[src/rtl/uart_rx.sv]
// uart_rx: 8N1 UART receiver with 16x oversampling, 3-sample majority voting
// and a one-deep holding register with an avail/rd handshake.
module uart_rx #(
  parameter int unsigned OVS     = 16,
  parameter int unsigned SYNC_FF = 2
) (
  input  logic        HCLK,
  input  logic        HRESET,
  input  logic        en,
  input  logic [15:0] baud_div,
  input  logic        rx,
  input  logic        rd,
  output logic [7:0]  data,
  output logic        done,
  output logic        avail,
  output logic        frame_err,
  output logic        overrun
);

  localparam int unsigned TW = $clog2(OVS);
  localparam int unsigned DW = 8;

  typedef enum logic [1:0] {IDLE, START, DATA, STOP} state_t;

  state_t             state;
  logic [SYNC_FF-1:0] sync_q;
  logic               rxs;
  logic               rxs_q;
  logic [15:0]        presc;
  logic [15:0]        div_q;
  logic [TW-1:0]      tick_cnt;
  logic [TW-1:0]      tick_nxt;
  logic [2:0]         bit_cnt;
  logic [1:0]         smp;
  logic [DW-1:0]      shreg;
  logic               tick;
  logic               start_edge;
  logic               maj;
  logic               s9;
  logic               bit_end;

  // tick_cnt counts ticks elapsed in the current bit; the start edge is tick 0,
  // so "tick k" is the prescaler tick that advances the count to k.
  assign rxs        = sync_q[SYNC_FF-1];
  assign tick       = (presc == div_q);
  assign tick_nxt   = tick_cnt + TW'(1);
  assign start_edge = rxs_q & ~rxs;
  assign maj        = (smp[0] & smp[1]) | (smp[0] & rxs) | (smp[1] & rxs);
  assign s9         = tick && (tick_nxt == TW'(9));
  assign bit_end    = tick && (tick_cnt == TW'(OVS - 1));

  // rx synchroniser plus one delayed copy for falling-edge detection
  always_ff @(posedge HCLK or posedge HRESET) begin
    if (HRESET) begin
      sync_q <= '1;
      rxs_q  <= 1'b1;
    end else begin
      sync_q <= {sync_q[SYNC_FF-2:0], rx};
      rxs_q  <= rxs;
    end
  end

  // Prescaler; baud_div is picked up only at a reload, start edge re-phases it
  always_ff @(posedge HCLK or posedge HRESET) begin
    if (HRESET) begin
      presc <= '0;
      div_q <= '0;
    end else if (!en || tick || (state == IDLE && start_edge)) begin
      presc <= '0;
      div_q <= baud_div;
    end else begin
      presc <= presc + 16'd1;
    end
  end

  // Frame FSM: start validation, data shifting, stop check and byte delivery
  always_ff @(posedge HCLK or posedge HRESET) begin
    if (HRESET) begin
      state     <= IDLE;
      tick_cnt  <= '0;
      bit_cnt   <= '0;
      smp       <= '0;
      shreg     <= '0;
      data      <= '0;
      done      <= 1'b0;
      frame_err <= 1'b0;
    end else begin
      done <= 1'b0;
      if (tick && state != IDLE) begin
        tick_cnt <= tick_nxt;
        if (tick_nxt == TW'(7)) smp[0] <= rxs;
        if (tick_nxt == TW'(8)) smp[1] <= rxs;
      end
      if (!en) begin
        state <= IDLE;
      end else begin
        case (state)
          IDLE: begin
            if (start_edge) begin
              state    <= START;
              tick_cnt <= '0;
            end
          end
          START: begin
            if (s9 && maj) begin
              state <= IDLE;
            end else if (bit_end) begin
              state   <= DATA;
              bit_cnt <= '0;
            end
          end
          DATA: begin
            if (s9) shreg <= {maj, shreg[DW-1:1]};
            if (bit_end) begin
              if (bit_cnt == 3'd7) state <= STOP;
              else                 bit_cnt <= bit_cnt + 3'd1;
            end
          end
          STOP: begin
            // Leave mid stop bit so a back-to-back start edge is not missed
            if (s9) begin
              data      <= shreg;
              frame_err <= ~maj;
              done      <= 1'b1;
              state     <= IDLE;
            end
          end
          default: state <= IDLE;
        endcase
      end
    end
  end

  // Holding-register handshake; rd during the done cycle suppresses overrun
  always_ff @(posedge HCLK or posedge HRESET) begin
    if (HRESET) begin
      avail   <= 1'b0;
      overrun <= 1'b0;
    end else if (done) begin
      avail <= 1'b1;
      if (avail && !rd) overrun <= 1'b1;
    end else if (rd) begin
      avail   <= 1'b0;
      overrun <= 1'b0;
    end
  end

endmodule
[config.mk]
export PLATFORM = sky130hd
export DESIGN_NAME = uart_rx
export DESIGN_NICKNAME = d
export VERILOG_FILES = /design/src/rtl/uart_rx.sv
export SDC_FILE = /design/constraint.sdc
export NUM_CORES = 1
export LEC_CHECK = 0
export ABC_AREA = 1
export ABC_CLOCK_PERIOD_IN_PS = 3500
export BUFFER_PORTS_ARGS = -buffer_cell sky130_fd_sc_hd__buf_2
export CAP_MARGIN = 20
export CELL_PAD_IN_SITES_DETAIL_PLACEMENT = 0
export CELL_PAD_IN_SITES_GLOBAL_PLACEMENT = 1
export CORE_MARGIN = 4
export CORE_UTILIZATION = 44
export CTS_BUF_LIST = sky130_fd_sc_hd__clkbuf_4 sky130_fd_sc_hd__clkbuf_8 sky130_fd_sc_hd__clkbuf_16
export DETAILED_ROUTE_END_ITERATION = 10
export PLACE_DENSITY = 0.79
export SLEW_MARGIN = 25
export SYNTH_ARGS = -nofsm -noshare
export SYNTH_HDL_FRONTEND = slang
export SYNTH_SLANG_ARGS = --single-unit
export TNS_END_PERCENT = 1
[constraint.sdc]
create_clock -name HCLK -period 3.5 [get_ports HCLK]
set_clock_uncertainty 0.15 [all_clocks]
set_input_delay 1.05 -clock HCLK [delete_from_list [all_inputs] [get_ports HCLK]]
set_output_delay 1.05 -clock HCLK [all_outputs]
set_load 0.02 [all_outputs]
==> impl_metrics.prom, run 1 <==
# TYPE chip_impl_metric gauge
chip_impl_metric{name="yosys-mux-area-fraction",unit="%"} 0
chip_impl_metric{name="tightestPinTransition",unit="ns"} 0.585
chip_impl_info{name="yosysTopAreaCell",value="sky130_fd_sc_hd__dfrtp_1"} 1
chip_impl_metric{name="total_wire_length_after_detailed_routing",unit="mm"} 6.23
chip_impl_metric{name="synth.lib_cells_used.distinct",unit=""} 35
chip_impl_metric{name="power_report.internal_total",unit="mW"} 1.22
chip_impl_metric{name="setup_viol",unit=""} 0
chip_impl_metric{name="detail_route_antenna_nets",unit=""} 0
chip_impl_metric{name="finalNetCount",unit=""} 471
chip_impl_metric{name="cts_max_level",unit=""} 3
chip_impl_metric{name="postcts_resize_cnt",unit=""} 0
chip_impl_metric{name="ff2ff_path_depth",unit=""} 9
chip_impl_metric{name="seqPwrFrac",unit="%"} 48.9
chip_impl_metric{name="synthDominantCellAreaShare",unit="%"} 47.8
chip_impl_metric{name="fp-row-count",unit=""} 31
chip_impl_metric{name="cts.clk_slew.worst_paths",unit="ns"} 0.07
chip_impl_metric{name="ys_ff_latch",unit=""} 66
chip_impl_metric{name="post-dp-hpwl",unit="mm"} 4.45
chip_impl_metric{name="synth-seq-area-share",unit="%"} 50.2
chip_impl_metric{name="top_level_ports",unit=""} 33
chip_impl_info{name="hold_path_class",value="flop to flop"} 1
chip_impl_metric{name="maxClockFrequency",unit="MHz"} 422
chip_impl_metric{name="post-route-period-util",unit="%"} 67.8
chip_impl_info{name="worst_hold_startpoint",value="sync_q[0]"} 1
chip_impl_metric{name="global_route.usage.total",unit="%"} 15.9
chip_impl_metric{name="synthesis.instances",unit=""} 405
chip_impl_metric{name="critPathArrivalTime",unit="ns"} 2.44
chip_impl_metric{name="synthToLayoutAreaGrowth",unit="%"} 13.6
chip_impl_metric{name="initial_antenna_violation_count",unit=""} 0
chip_impl_metric{name="synth-edff-count",unit=""} 0
chip_impl_metric{name="max_slew_margin",unit="%"} 60.9
chip_impl_info{name="grt_setup_unrepaired",value="false"} 1
chip_impl_info{name="critical_path.endpoint_type",value="flop"} 1
chip_impl_metric{name="synth_simple_gate_area_share",unit="%"} 26.0
chip_impl_metric{name="drt-wirelength-per-cell",unit="um"} 11.4
chip_impl_metric{name="post_synthesis_async_set_or_reset_flop_share",unit="%"} 100
chip_impl_metric{name="hold_buffers_post_cts",unit=""} 0
chip_impl_metric{name="fin_setup_tns",unit="ns"} 0
chip_impl_metric{name="count_of_vias_placed_by_the_detailed_router",unit=""} 2546
chip_impl_metric{name="final.setup.worst_slack",unit="ns"} 1.13
chip_impl_metric{name="data_required_critical_path",unit="ns"} 3.57
chip_impl_metric{name="first_global_vias",unit=""} 2422
chip_impl_info{name="main_combinational_cell_family_by_area_after_synthesis",value="simple AND/OR/NAND/NOR gates"} 1
chip_impl_metric{name="stdcell_count",unit=""} 547
chip_impl_metric{name="cellLeakagePower",unit="nW"} 1.94
chip_impl_metric{name="cts_post_setup_buffers_inserted",unit=""} 0
chip_impl_metric{name="drcViolationCount",unit=""} 0
chip_impl_metric{name="cts.sinks",unit=""} 66
chip_impl_metric{name="power_density",unit="nW/um2"} 463
chip_impl_info{name="r2r-end",value="data[6]"} 1
chip_impl_metric{name="n_antenna_cell",unit=""} 0
chip_impl_metric{name="cts_buffers",unit=""} 9
chip_impl_metric{name="worstHoldPathCells",unit=""} 0
chip_impl_metric{name="drt-pass1-iter-count",unit=""} 4
chip_impl_metric{name="buffer_ports.inserted",unit=""} 32
chip_impl_info{name="layout.cells.most_common_list",value="121 x sky130_fd_sc_hd__nand2_1, 63 x sky130_fd_sc_hd__dfrtp_1, 56 x sky130_fd_sc_hd__inv_1, 34 x sky130_fd_sc_hd__nor2_1, 32 x sky130_fd_sc_hd__buf_2"} 1
chip_impl_info{name="tritoncts",value="done"} 1
chip_impl_info{name="synth_area_leaders",value="sky130_fd_sc_hd__dfrtp_1 48%, sky130_fd_sc_hd__nand2_1 14%, sky130_fd_sc_hd__inv_1 6.5%"} 1
chip_impl_metric{name="share_of_synthesized_cell_area_in_full_adder_half_adder_and_majority_cells",unit="%"} 2.66
chip_impl_metric{name="slew_viol_final",unit=""} 0
chip_impl_metric{name="power_switching_share",unit="%"} 29.4
chip_impl_metric{name="fin_crit",unit="ns"} 2.37
chip_impl_info{name="outcome",value="complete, no violations"} 1
chip_impl_metric{name="dp_cells",unit=""} 531
chip_impl_metric{name="crit_fanout",unit=""} 35
chip_impl_metric{name="synth.cell_area",unit="um2"} 3300
chip_impl_metric{name="timing.reg2reg.setup_slack",unit="ns"} 1.18
chip_impl_metric{name="pwr-share-clk",unit="%"} 36.6
chip_impl_info{name="ys_dominant_reg_cell",value="sky130_fd_sc_hd__dfrtp_1"} 1
chip_impl_metric{name="clk-insertion-delay-late",unit="ns"} 0.35
chip_impl_metric{name="synth_compound_area_share",unit="%"} 10.7
chip_impl_info{name="layout.cells.most_common",value="sky130_fd_sc_hd__nand2_1"} 1
chip_impl_metric{name="starting_drc_count_in_detailed_routing",unit=""} 94
chip_impl_metric{name="yosys_warnings",unit=""} 0
chip_impl_info{name="clk_tree_root_cell",value="sky130_fd_sc_hd__clkbuf_8"} 1
chip_impl_metric{name="post-place-ws",unit="ns"} 0.773
chip_impl_metric{name="synth_xor_area_share",unit="%"} 1.59
chip_impl_metric{name="finalHoldWorstSlack",unit="ns"} 0.214
chip_impl_info{name="crit_path_start_kind",value="input pin"} 1
chip_impl_metric{name="start_util",unit="%"} 45.5
chip_impl_metric{name="routed_via_density",unit=""} 4.65
chip_impl_metric{name="postSynthAreaPerCell",unit="um2"} 8.14
chip_impl_metric{name="max_cap_violations",unit=""} 0
chip_impl_metric{name="floorplan.core_area",unit="um2"} 7250
chip_impl_metric{name="gr-total-overflow",unit=""} 0
chip_impl_metric{name="dieWidth",unit="um"} 94.6
chip_impl_metric{name="grt_first_pass_wirelength",unit="mm"} 11.0
chip_impl_metric{name="synth.net_count",unit=""} 433
chip_impl_info{name="criticalPathCategory",value="input pin to flop"} 1
chip_impl_metric{name="layout-drive-gt1-share",unit="%"} 17.2
chip_impl_metric{name="max-vdd-ir-drop",unit="uV"} 257
chip_impl_metric{name="gpl.final_weighted_congestion",unit=""} 0.890
chip_impl_metric{name="combinationalPowerShare",unit="%"} 14.5
chip_impl_metric{name="hold_viol_final",unit=""} 0
chip_impl_metric{name="fp.dieArea",unit="um2"} 8940
chip_impl_info{name="holdPathEnd",value="sync_q[1]"} 1
chip_impl_metric{name="die-height",unit="um"} 94.6
chip_impl_metric{name="cts_max_path_buffers",unit=""} 2
chip_impl_metric{name="largest_net_degree_at_the_start_of_global_routing",unit=""} 67
chip_impl_info{name="reg2reg_from",value="tick_cnt[0]"} 1
chip_impl_metric{name="total_switching_power",unit="mW"} 0.509
## kinds of logic (layout without fill, tap and decap cells)
group | Yosys count | in the layout
compound gates | 61 | 61
xor+xnor | 6 | 6
fa+ha+maj | 7 | 7
buf+inv | 69 | 112
flops | 66 | 66
simple gates | 196 | 196
## worst max-delay path by stage
stage	cells past startpoint	endpoint	from	slack [ns]
2_1_floorplan	1	avail	HRESET	0.65
3_3_place_gp	6	div_q[1]	en	0.86
3_5_place_dp	6	div_q[1]	en	0.77
4_1_cts	6	div_q[1]	en	1.13
5_1_grt	9	data[7]	tick_cnt[0]	0.91
6_report	6	div_q[1]	en	1.13
## power by group through the flow
| stage | logic, mW | clock network (mW) | registers (mW) |
|---|---|---|---|
| floorplan | 0.203 | 0 | 0.854 |
| global route | 0.294 | 0.687 | 0.855 |
| finish | 0.251 | 0.635 | 0.847 |
| detailed placement | 0.253 | 0 | 0.863 |
| global placement | 0.251 | 0 | 0.862 |
| CTS | 0.255 | 0.650 | 0.848 |
## cells in the mapped netlist (5+ instances only)
| master | instances |
|---|---|
| sky130_fd_sc_hd__dfrtp_1 | 63 |
| sky130_fd_sc_hd__nand3_1 | 18 |
| sky130_fd_sc_hd__inv_1 | 57 |
| sky130_fd_sc_hd__o21ai_1 | 13 |
| sky130_fd_sc_hd__o21ai_0 | 16 |
| sky130_fd_sc_hd__o21ai_2 | 8 |
| sky130_fd_sc_hd__nand2_1 | 121 |
| sky130_fd_sc_hd__inv_2 | 5 |
| sky130_fd_sc_hd__a21oi_1 | 17 |
| sky130_fd_sc_hd__nor2_1 | 34 |
| sky130_fd_sc_hd__ha_1 | 7 |
| sky130_fd_sc_hd__nor3_1 | 6 |
| sky130_fd_sc_hd__nand4_1 | 5 |
| sky130_fd_sc_hd__xor2_1 | 5 |
## state kept, by name, indices dropped and copies added (netlist names)
| register | flops |
|---|---|
| div_q | 16 |
| presc | 16 |
| data | 8 |
| shreg | 8 |
| tick_cnt | 4 |
| bit_cnt | 3 |
| smp | 2 |
| state | 2 |
| sync_q | 2 |
| avail | 1 |
| done | 1 |
| frame_err | 1 |
| overrun | 1 |
| rxs_q | 1 |
## area by class of cell
class / count / area [um2]
Inverter: 63 / 239
Tap cell: 99 / 124
Clock buffer: 9 / 124
Fill cell: 716 / 3510
Clock inverter: 7 / 70.1
Sequential cell: 66 / 1660
Timing Repair Buffer: 33 / 180
Multi-Input combinational cell: 270 / 1350
## layer usage
layer / vias up / wire length (um) / GRT usage (%)
met4: 0 / 103 / 6.49
met3: 7 / 207 / 3.98
li1: 1354 / - / -
met5: - / 0 / 0
met2: 29 / 2790 / 24.0
met1: 1156 / 3130 / 21.9
## stage by stage
stage / total power [mW] / instance area, um2 / util, %
floorplan: 1.06 / 3300 / -
global placement: 1.11 / 3550 / 49.0
detailed placement: 1.12 / 3550 / 49.0
CTS: 1.75 / 3740 / 51.6
global route: 1.84 / 3740 / 51.6
finish: 1.73 / 3740 / 51.6
## critical path, cell delays in order
cell and delay (ns):
sky130_fd_sc_hd__buf_2 0.18, sky130_fd_sc_hd__inv_1 0.17, sky130_fd_sc_hd__nor3_4 0.56, sky130_fd_sc_hd__inv_4 0.26, sky130_fd_sc_hd__nand2_1 0.11, sky130_fd_sc_hd__o21ai_0 0.08
Power figures use the tool's default switching activity.
==> run 2, diff against run 1 <==
--- a/config.mk
+++ b/config.mk
@@ -5,17 +5,17 @@
 export SDC_FILE = /design/constraint.sdc
 export NUM_CORES = 1
 export LEC_CHECK = 0
-export ABC_AREA = 1
-export ABC_CLOCK_PERIOD_IN_PS = 3500
+export ABC_AREA = 0
+export ABC_CLOCK_PERIOD_IN_PS = 2000
 export BUFFER_PORTS_ARGS = -buffer_cell sky130_fd_sc_hd__buf_2
 export CAP_MARGIN = 20
 export CELL_PAD_IN_SITES_DETAIL_PLACEMENT = 0
 export CELL_PAD_IN_SITES_GLOBAL_PLACEMENT = 1
 export CORE_MARGIN = 4
-export CORE_UTILIZATION = 44
+export CORE_UTILIZATION = 42
 export CTS_BUF_LIST = sky130_fd_sc_hd__clkbuf_4 sky130_fd_sc_hd__clkbuf_8 sky130_fd_sc_hd__clkbuf_16
 export DETAILED_ROUTE_END_ITERATION = 10
-export PLACE_DENSITY = 0.79
+export PLACE_DENSITY = 0.75
 export SLEW_MARGIN = 25
 export SYNTH_ARGS = -nofsm -noshare
 export SYNTH_HDL_FRONTEND = slang
==> constraint.sdc (replaced) <==
create_clock -name HCLK -period 2 [get_ports HCLK]
set_clock_uncertainty 0.15 [all_clocks]
set_input_delay 0.6 -clock HCLK [delete_from_list [all_inputs] [get_ports HCLK]]
set_output_delay 0.6 -clock HCLK [all_outputs]
set_load 0.02 [all_outputs]
==> impl_metrics.prom, run 2 <==
# TYPE chip_impl_metric gauge
chip_impl_metric{name="top_level_ports",unit=""} 33
chip_impl_metric{name="buffer_ports.inserted",unit=""} 32
chip_impl_metric{name="ff2ff_path_depth",unit=""} 6
chip_impl_info{name="main_combinational_cell_family_by_area_after_synthesis",value="multiplexers"} 1
chip_impl_metric{name="final.setup.worst_slack",unit="ns"} -0.295
chip_impl_metric{name="power_density",unit="nW/um2"} 641
chip_impl_info{name="layout_top_registers",value="div_q x16, presc x16"} 1
chip_impl_metric{name="fp.dieArea",unit="um2"} 8960
chip_impl_info{name="synth.top_cells.by_count",value="63 x sky130_fd_sc_hd__dfrtp_1, 27 x sky130_fd_sc_hd__nor2_1, 23 x sky130_fd_sc_hd__xnor2_1"} 1
chip_impl_metric{name="drt-wirelength-per-cell",unit="um"} 13.1
chip_impl_metric{name="synth.net_count",unit=""} 293
chip_impl_metric{name="tightestPinTransition",unit="ns"} 0.473
chip_impl_metric{name="hold_viol_final",unit=""} 0
chip_impl_metric{name="share_of_synthesized_cell_area_in_full_adder_half_adder_and_majority_cells",unit="%"} 3.09
chip_impl_metric{name="largest_net_degree_at_the_start_of_global_routing",unit=""} 27
chip_impl_metric{name="cts_buffers",unit=""} 9
chip_impl_info{name="criticalPathCategory",value="flop to flop"} 1
chip_impl_metric{name="synthToLayoutAreaGrowth",unit="%"} 28.8
chip_impl_metric{name="ys_ff_latch",unit=""} 66
chip_impl_metric{name="yosys_warnings",unit=""} 0
chip_impl_info{name="ys_dominant_reg_cell",value="sky130_fd_sc_hd__dfrtp_1"} 1
chip_impl_metric{name="critPathArrivalTime",unit="ns"} 2.37
chip_impl_metric{name="fp-row-count",unit=""} 31
chip_impl_metric{name="floorplan.core_area",unit="um2"} 7290
chip_impl_metric{name="grt_first_pass_wirelength",unit="mm"} 10.3
chip_impl_info{name="yosys.cell_count.top_type",value="sky130_fd_sc_hd__dfrtp_1"} 1
chip_impl_metric{name="nFillCells",unit=""} 690
chip_impl_metric{name="synth.cell_area",unit="um2"} 3150
chip_impl_info{name="tritoncts",value="done"} 1
chip_impl_info{name="layout.cells.most_common_list",value="63 x sky130_fd_sc_hd__dfrtp_1, 46 x sky130_fd_sc_hd__buf_4, 32 x sky130_fd_sc_hd__buf_2, 26 x sky130_fd_sc_hd__nor2_1, 23 x sky130_fd_sc_hd__xnor2_1"} 1
chip_impl_metric{name="sequential_cell_area",unit="um2"} 1660
chip_impl_metric{name="first_global_vias",unit=""} 2252
chip_impl_metric{name="die-height",unit="um"} 94.7
chip_impl_metric{name="crit_fanout",unit=""} 9
chip_impl_metric{name="postSynthAreaPerCell",unit="um2"} 11.9
chip_impl_metric{name="cts.clk_slew.worst_paths",unit="ns"} 0.08
chip_impl_metric{name="start_util",unit="%"} 43.3
chip_impl_metric{name="post-dp-hpwl",unit="mm"} 4.41
chip_impl_metric{name="cts_max_path_buffers",unit=""} 2
chip_impl_metric{name="cts.sinks",unit=""} 66
chip_impl_metric{name="synth-seq-area-share",unit="%"} 52.5
chip_impl_metric{name="synthesis.instances",unit=""} 265
chip_impl_metric{name="clk-insertion-delay-late",unit="ns"} 0.35
chip_impl_metric{name="initial_antenna_violation_count",unit=""} 0
chip_impl_info{name="critical_path.endpoint_type",value="flop"} 1
chip_impl_metric{name="maxClockFrequency",unit="MHz"} 436
chip_impl_info{name="hold_path_class",value="input pin to asynchronous set/reset pin"} 1
chip_impl_metric{name="synth.lib_cells_used.distinct",unit=""} 46
chip_impl_metric{name="cellLeakagePower",unit="nW"} 1.97
chip_impl_metric{name="fin_crit",unit="ns"} 2.29
chip_impl_metric{name="yosys-mux-area-fraction",unit="%"} 14.4
chip_impl_metric{name="routed_via_density",unit=""} 4.74
chip_impl_metric{name="timing.reg2reg.setup_slack",unit="ns"} -0.29
chip_impl_info{name="clk_tree_root_cell",value="sky130_fd_sc_hd__clkbuf_8"} 1
chip_impl_metric{name="cts_max_level",unit=""} 3
chip_impl_metric{name="finalCoreUtilization",unit="%"} 55.7
chip_impl_info{name="yosysTopAreaCell",value="sky130_fd_sc_hd__dfrtp_1"} 1
chip_impl_metric{name="n_antenna_cell",unit=""} 0
chip_impl_info{name="synth_area_leaders",value="sky130_fd_sc_hd__dfrtp_1 50%, sky130_fd_sc_hd__mux2_1 7.5%, sky130_fd_sc_hd__xnor2_1 6.4%"} 1
chip_impl_metric{name="post_synthesis_async_set_or_reset_flop_share",unit="%"} 100
chip_impl_metric{name="gr-total-overflow",unit=""} 0
chip_impl_metric{name="gpl.final_weighted_congestion",unit=""} 0.787
chip_impl_metric{name="drt-pass1-iter-count",unit=""} 4
chip_impl_metric{name="finalNetCount",unit=""} 381
chip_impl_metric{name="synthDominantCellAreaShare",unit="%"} 50.0
chip_impl_metric{name="detail_route_antenna_nets",unit=""} 0
chip_impl_metric{name="max-vdd-ir-drop",unit="uV"} 407
chip_impl_metric{name="dieWidth",unit="um"} 94.7
chip_impl_info{name="reg2reg_from",value="div_q[8]"} 1
chip_impl_info{name="violations",value="setup timing"} 1
chip_impl_info{name="outcome",value="complete, but fails checks"} 1
chip_impl_metric{name="total_wire_length_after_detailed_routing",unit="mm"} 6.00
chip_impl_metric{name="synth-edff-count",unit=""} 0
chip_impl_metric{name="hold_buffers_post_cts",unit=""} 0
chip_impl_metric{name="max_cap_violations",unit=""} 0
chip_impl_metric{name="starting_drc_count_in_detailed_routing",unit=""} 67
chip_impl_metric{name="synth_compound_area_share",unit="%"} 5.28
chip_impl_info{name="r2r-end",value="data[6]"} 1
chip_impl_metric{name="count_of_vias_placed_by_the_detailed_router",unit=""} 2165
chip_impl_metric{name="slew_viol_final",unit=""} 0
chip_impl_metric{name="power",unit="mW"} 2.60
chip_impl_metric{name="max_slew_margin",unit="%"} 68.4
chip_impl_info{name="grt_setup_unrepaired",value="true"} 1
chip_impl_info{name="crit_path_start_kind",value="flop"} 1
chip_impl_metric{name="post-route-period-util",unit="%"} 115
chip_impl_metric{name="data_required_critical_path",unit="ns"} 2.07
chip_impl_metric{name="global_route.usage.total",unit="%"} 15.2
chip_impl_metric{name="layout-drive-gt1-share",unit="%"} 36.9
chip_impl_info{name="layout.cells.most_common",value="sky130_fd_sc_hd__dfrtp_1"} 1
chip_impl_metric{name="synth_xor_area_share",unit="%"} 8.61
chip_impl_metric{name="setup_viol",unit=""} 48
chip_impl_metric{name="drcViolationCount",unit=""} 0
chip_impl_metric{name="synth_simple_gate_area_share",unit="%"} 13.3
chip_impl_metric{name="multi_input_area",unit="um2"} 1450
-- run 2: cell count changes after synthesis, moves of 6 or more --
cell                      previous run  this run
sky130_fd_sc_hd__inv_1              57        12
sky130_fd_sc_hd__nand2_1           121        10
sky130_fd_sc_hd__mux2_1              0        21
sky130_fd_sc_hd__nor2_1             34        27
sky130_fd_sc_hd__o21ai_1            13         1
sky130_fd_sc_hd__nand3_1            18        12
sky130_fd_sc_hd__o21ai_2             8         1
sky130_fd_sc_hd__mux2_4              0         8
sky130_fd_sc_hd__o21ai_0            16         3
sky130_fd_sc_hd__and3_1              0         6
sky130_fd_sc_hd__a21oi_1            17         6
sky130_fd_sc_hd__xnor2_1             1        23
-- run 2: metrics by stage --
step	setup WS, ns	cell area (um2)	hold WS [ns]	instances	TNS [ns]
finish	-0.295	4060	0.113	457	-9.54
global route	-0.394	4060	0.140	457	-17.43
CTS	-0.308	4040	0.125	457	-10.97
detailed placement	-0.317	3800	0.198	437	-10.93
global placement	-0.304	3800	0.197	437	-11.13
floorplan	-0.320	3160	0.195	265	-7.50
-- run 2: how the worst max path moves through the flow --
stage / slack [ns] / depth (start not counted) / endpoint / start
floorplan: -0.32 / 7 / data[0] / tick_cnt[1]
global placement: -0.30 / 6 / data[2] / presc[7]
detailed placement: -0.32 / 7 / shreg[7] / div_q[2]
CTS: -0.31 / 6 / data[6] / div_q[11]
global route: -0.39 / 7 / div_q[8] / div_q[11]
finish: -0.29 / 6 / data[6] / div_q[8]
-- run 2: final cells by class --
type	count	area share, %
Clock inverter	7	1.14
Timing Repair Buffer	85	15.1
Clock buffer	9	3.05
Sequential cell	66	40.8
Inverter	12	1.20
Multi-Input combinational cell	179	35.7
Tap cell	99	3.05
-- run 2: routing by layer --
layer  global-route usage [%]  up-vias  share of wire [%]  wire length [um]
met3                     3.11       10                3.3               198
met5                        0        -                  0                 0
met4                     8.65        0                2.0               121
met1                     19.0     1034                 47              2830
met2                     24.5       34                 47              2850
li1                         -     1087                  -                 -
-- run 2: logic make-up (layout without fill, tap and decap cells) --
| group | Yosys count | count (layout) |
|---|---|---|
| compound gates | 23 | 23 |
| xor+xnor | 31 | 31 |
| buf+inv | 20 | 113 |
| mux | 38 | 38 |
| simple gates | 79 | 79 |
| fa+ha+maj | 8 | 8 |
| flops | 66 | 66 |
-- run 2: power by group --
group          switching, mW  internal [mW]  total [mW]
clock                  0.540          0.444       0.984
combinational         0.0971          0.111       0.208
sequential            0.0324           1.38        1.41
total                  0.669           1.94        2.60
-- run 2: repair_timing --
action / CTS / global route
pin swaps: 6 / 3
resized for setup: 10 / 4
setup buffers: 4 / 0
setup endpoints to repair: 55 / 61
-- run 2: worst max-delay path, stage by stage (launching register included) --
cell	delay [ns]
sky130_fd_sc_hd__dfrtp_1	0.39
sky130_fd_sc_hd__xnor2_1	0.16
sky130_fd_sc_hd__nand4_1	0.17
sky130_fd_sc_hd__nor4_4	0.35
sky130_fd_sc_hd__or4b_1	0.48
sky130_fd_sc_hd__buf_6	0.17
sky130_fd_sc_hd__mux2_4	0.29
==> run 3, diff against run 2 <==
--- a/config.mk
+++ b/config.mk
@@ -15,7 +15,7 @@
 export CORE_UTILIZATION = 42
 export CTS_BUF_LIST = sky130_fd_sc_hd__clkbuf_4 sky130_fd_sc_hd__clkbuf_8 sky130_fd_sc_hd__clkbuf_16
 export DETAILED_ROUTE_END_ITERATION = 10
-export PLACE_DENSITY = 0.75
+export PLACE_DENSITY = 0.84
 export SLEW_MARGIN = 25
 export SYNTH_ARGS = -nofsm -noshare
 export SYNTH_HDL_FRONTEND = slang
==> impl_metrics.prom, run 3 (same netlist as run 2, synthesis figures left out) <==
# TYPE chip_impl_metric gauge
chip_impl_metric{name="timing.reg2reg.setup_slack",unit="ns"} -0.24
chip_impl_info{name="grt_setup_unrepaired",value="true"} 1
chip_impl_metric{name="start_util",unit="%"} 43.3
chip_impl_metric{name="finalNetCount",unit=""} 376
chip_impl_metric{name="drcViolationCount",unit=""} 0
chip_impl_metric{name="floorplan.core_area",unit="um2"} 7290
chip_impl_metric{name="setup_viol",unit=""} 53
chip_impl_info{name="critical_path.endpoint_type",value="flop"} 1
chip_impl_metric{name="placed_area",unit="um2"} 3790
chip_impl_metric{name="top_level_ports",unit=""} 33
chip_impl_metric{name="max_slew_margin",unit="%"} 64.7
chip_impl_info{name="layout.cells.most_common_list",value="63 x sky130_fd_sc_hd__dfrtp_1, 39 x sky130_fd_sc_hd__buf_4, 32 x sky130_fd_sc_hd__buf_2, 26 x sky130_fd_sc_hd__nor2_1, 21 x sky130_fd_sc_hd__xnor2_1"} 1
chip_impl_metric{name="dp_cells",unit=""} 435
chip_impl_metric{name="hold_viol_final",unit=""} 0
chip_impl_info{name="layout.cells.most_common",value="sky130_fd_sc_hd__dfrtp_1"} 1
chip_impl_metric{name="synthToLayoutAreaGrowth",unit="%"} 29.3
chip_impl_metric{name="detail_route_antenna_nets",unit=""} 0
chip_impl_metric{name="first_global_vias",unit=""} 2220
chip_impl_metric{name="critPathArrivalTime",unit="ns"} 2.31
chip_impl_metric{name="max-vdd-ir-drop",unit="uV"} 420
chip_impl_metric{name="final.setup.worst_slack",unit="ns"} -0.242
chip_impl_metric{name="fin_setup_tns",unit="ns"} -6.95
chip_impl_metric{name="initial_antenna_violation_count",unit=""} 0
chip_impl_metric{name="cts_max_path_buffers",unit=""} 2
chip_impl_metric{name="cts.clk_slew.worst_paths",unit="ns"} 0.07
chip_impl_metric{name="total_wire_length_after_detailed_routing",unit="mm"} 5.97
chip_impl_metric{name="fp-row-count",unit=""} 31
chip_impl_info{name="critPathLaunch",value="tick_cnt[3]"} 1
chip_impl_metric{name="final_cell_area",unit="um2"} 4080
chip_impl_info{name="criticalPathCategory",value="flop to flop"} 1
chip_impl_metric{name="die-height",unit="um"} 94.7
chip_impl_metric{name="tightestPinTransition",unit="ns"} 0.528
chip_impl_metric{name="slew_viol_final",unit=""} 0
chip_impl_info{name="layout_top_registers",value="div_q x16, presc x16"} 1
chip_impl_info{name="setup.worst_path.end",value="data[0]"} 1
chip_impl_metric{name="multi_input_area",unit="um2"} 1460
chip_impl_metric{name="fp.dieArea",unit="um2"} 8960
chip_impl_metric{name="gr-total-overflow",unit=""} 0
chip_impl_metric{name="power_density",unit="nW/um2"} 684
chip_impl_info{name="hold_path_class",value="input pin to asynchronous set/reset pin"} 1
chip_impl_metric{name="starting_drc_count_in_detailed_routing",unit=""} 77
chip_impl_metric{name="count_of_vias_placed_by_the_detailed_router",unit=""} 2143
chip_impl_metric{name="cts.sinks",unit=""} 66
chip_impl_info{name="reg2reg_from",value="tick_cnt[3]"} 1
chip_impl_info{name="r2r-end",value="data[0]"} 1
chip_impl_metric{name="sequential_cell_area",unit="um2"} 1660
chip_impl_metric{name="layout-drive-gt1-share",unit="%"} 36.8
chip_impl_metric{name="post-dp-hpwl",unit="mm"} 4.39
chip_impl_metric{name="cts_max_level",unit=""} 3
chip_impl_metric{name="maxClockFrequency",unit="MHz"} 446
chip_impl_metric{name="clk-insertion-delay-late",unit="ns"} 0.34
chip_impl_metric{name="buffer_ports.inserted",unit=""} 32
chip_impl_metric{name="max_cap_violations",unit=""} 0
chip_impl_metric{name="nFillCells",unit=""} 667
chip_impl_info{name="violations",value="setup timing"} 1
chip_impl_info{name="crit_path_start_kind",value="flop"} 1
chip_impl_metric{name="routed_via_density",unit=""} 4.74
chip_impl_metric{name="largest_net_degree_at_the_start_of_global_routing",unit=""} 24
chip_impl_metric{name="post-route-period-util",unit="%"} 112
chip_impl_metric{name="grt_first_pass_wirelength",unit="mm"} 10.2
chip_impl_metric{name="post-place-ws",unit="ns"} -0.293
chip_impl_metric{name="drt-wirelength-per-cell",unit="um"} 13.2
chip_impl_metric{name="data_required_critical_path",unit="ns"} 2.07
chip_impl_info{name="clk_tree_root_cell",value="sky130_fd_sc_hd__clkbuf_8"} 1
chip_impl_metric{name="stdcell_count",unit=""} 452
chip_impl_metric{name="gpl.final_weighted_congestion",unit=""} 0.804
chip_impl_metric{name="crit_fanout",unit=""} 9
chip_impl_metric{name="cellLeakagePower",unit="nW"} 1.98
chip_impl_metric{name="ff2ff_path_depth",unit=""} 6
chip_impl_metric{name="power",unit="mW"} 2.79
chip_impl_info{name="outcome",value="complete, but fails checks"} 1
chip_impl_info{name="tritoncts",value="done"} 1
chip_impl_metric{name="global_route.usage.total",unit="%"} 14.8
chip_impl_metric{name="dieWidth",unit="um"} 94.7
chip_impl_metric{name="fin_crit",unit="ns"} 2.24
chip_impl_metric{name="drt-pass1-iter-count",unit=""} 5
chip_impl_metric{name="n_antenna_cell",unit=""} 0
chip_impl_metric{name="cts_buffers",unit=""} 9
run 3: changes by cell type in the layout (fill, tap and decap cells not counted), sizes merged:
cell	change
clkinv	-3
bufinv	+1
buf	-5
clkbuf	+5
clkinvlp	-3
run 3: worst min path at each step:
stage               from   endpoint  slack [ns]  depth (start not counted)
2_1_floorplan  sync_q[0]  sync_q[1]        0.20                          0
3_5_place_dp   sync_q[0]  sync_q[1]        0.20                          0
3_3_place_gp   sync_q[0]  sync_q[1]        0.20                          0
4_1_cts           HRESET    data[1]        0.16                          2
6_report          HRESET    data[1]        0.15                          2
5_1_grt           HRESET    data[1]        0.19                          2
run 3: metal layers:
layer  part of all wire, %  vias to the layer above  track usage (%)
met1                    47                     1020             19.7
met4                   1.7                        0             7.57
met3                   3.6                       10             2.87
li1                      -                     1080                -
met5                     0                        -                0
met2                    47                       33             22.9
run 3: report_power, final:
| part | total (mW) | leakage (nW) | switching (mW) | internal (mW) |
|---|---|---|---|---|
| Combinational | 0.225 | 1.02 | 0.105 | 0.120 |
| Clock | 1.15 | 0.111 | 0.466 | 0.684 |
| Sequential | 1.41 | 0.856 | 0.0314 | 1.38 |
run 3: what timing repair did:
action / 4_1_cts / 5_1_grt
cloned: 0 / 0
endpoints found under the setup margin: 56 / 58
gates resized for setup: 11 / 6
hold buffers: 0 / 0
pin swaps: 9 / 3
setup buffers: 0 / 1
run 3: area by class of cell:
cell class | instances | share of cell area (%)
multi-input cells | 179 | 35.8
repair buffers | 80 | 14.2
well taps | 99 | 3.04
clock inverters | 2 | 0.859
flip-flops and latches | 66 | 40.6
clock buffers | 14 | 4.26
inverters | 12 | 1.20
run 3: metrics by stage:
step	hold WS, ns	utilization, %
after floorplan	0.195	-
after global placement	0.198	51.9
after global routing	0.188	55.9
after CTS	0.157	55.4
final	0.150	55.9
after detailed placement	0.199	51.9
run 3: worst max-delay path, cell delays in order (launching register included):
cell	delay [ns]
sky130_fd_sc_hd__dfrtp_1	0.41
sky130_fd_sc_hd__nand3b_1	0.19
sky130_fd_sc_hd__a211oi_2	0.30
sky130_fd_sc_hd__o21ai_2	0.12
sky130_fd_sc_hd__or4b_1	0.49
sky130_fd_sc_hd__buf_6	0.17
sky130_fd_sc_hd__mux2_4	0.30
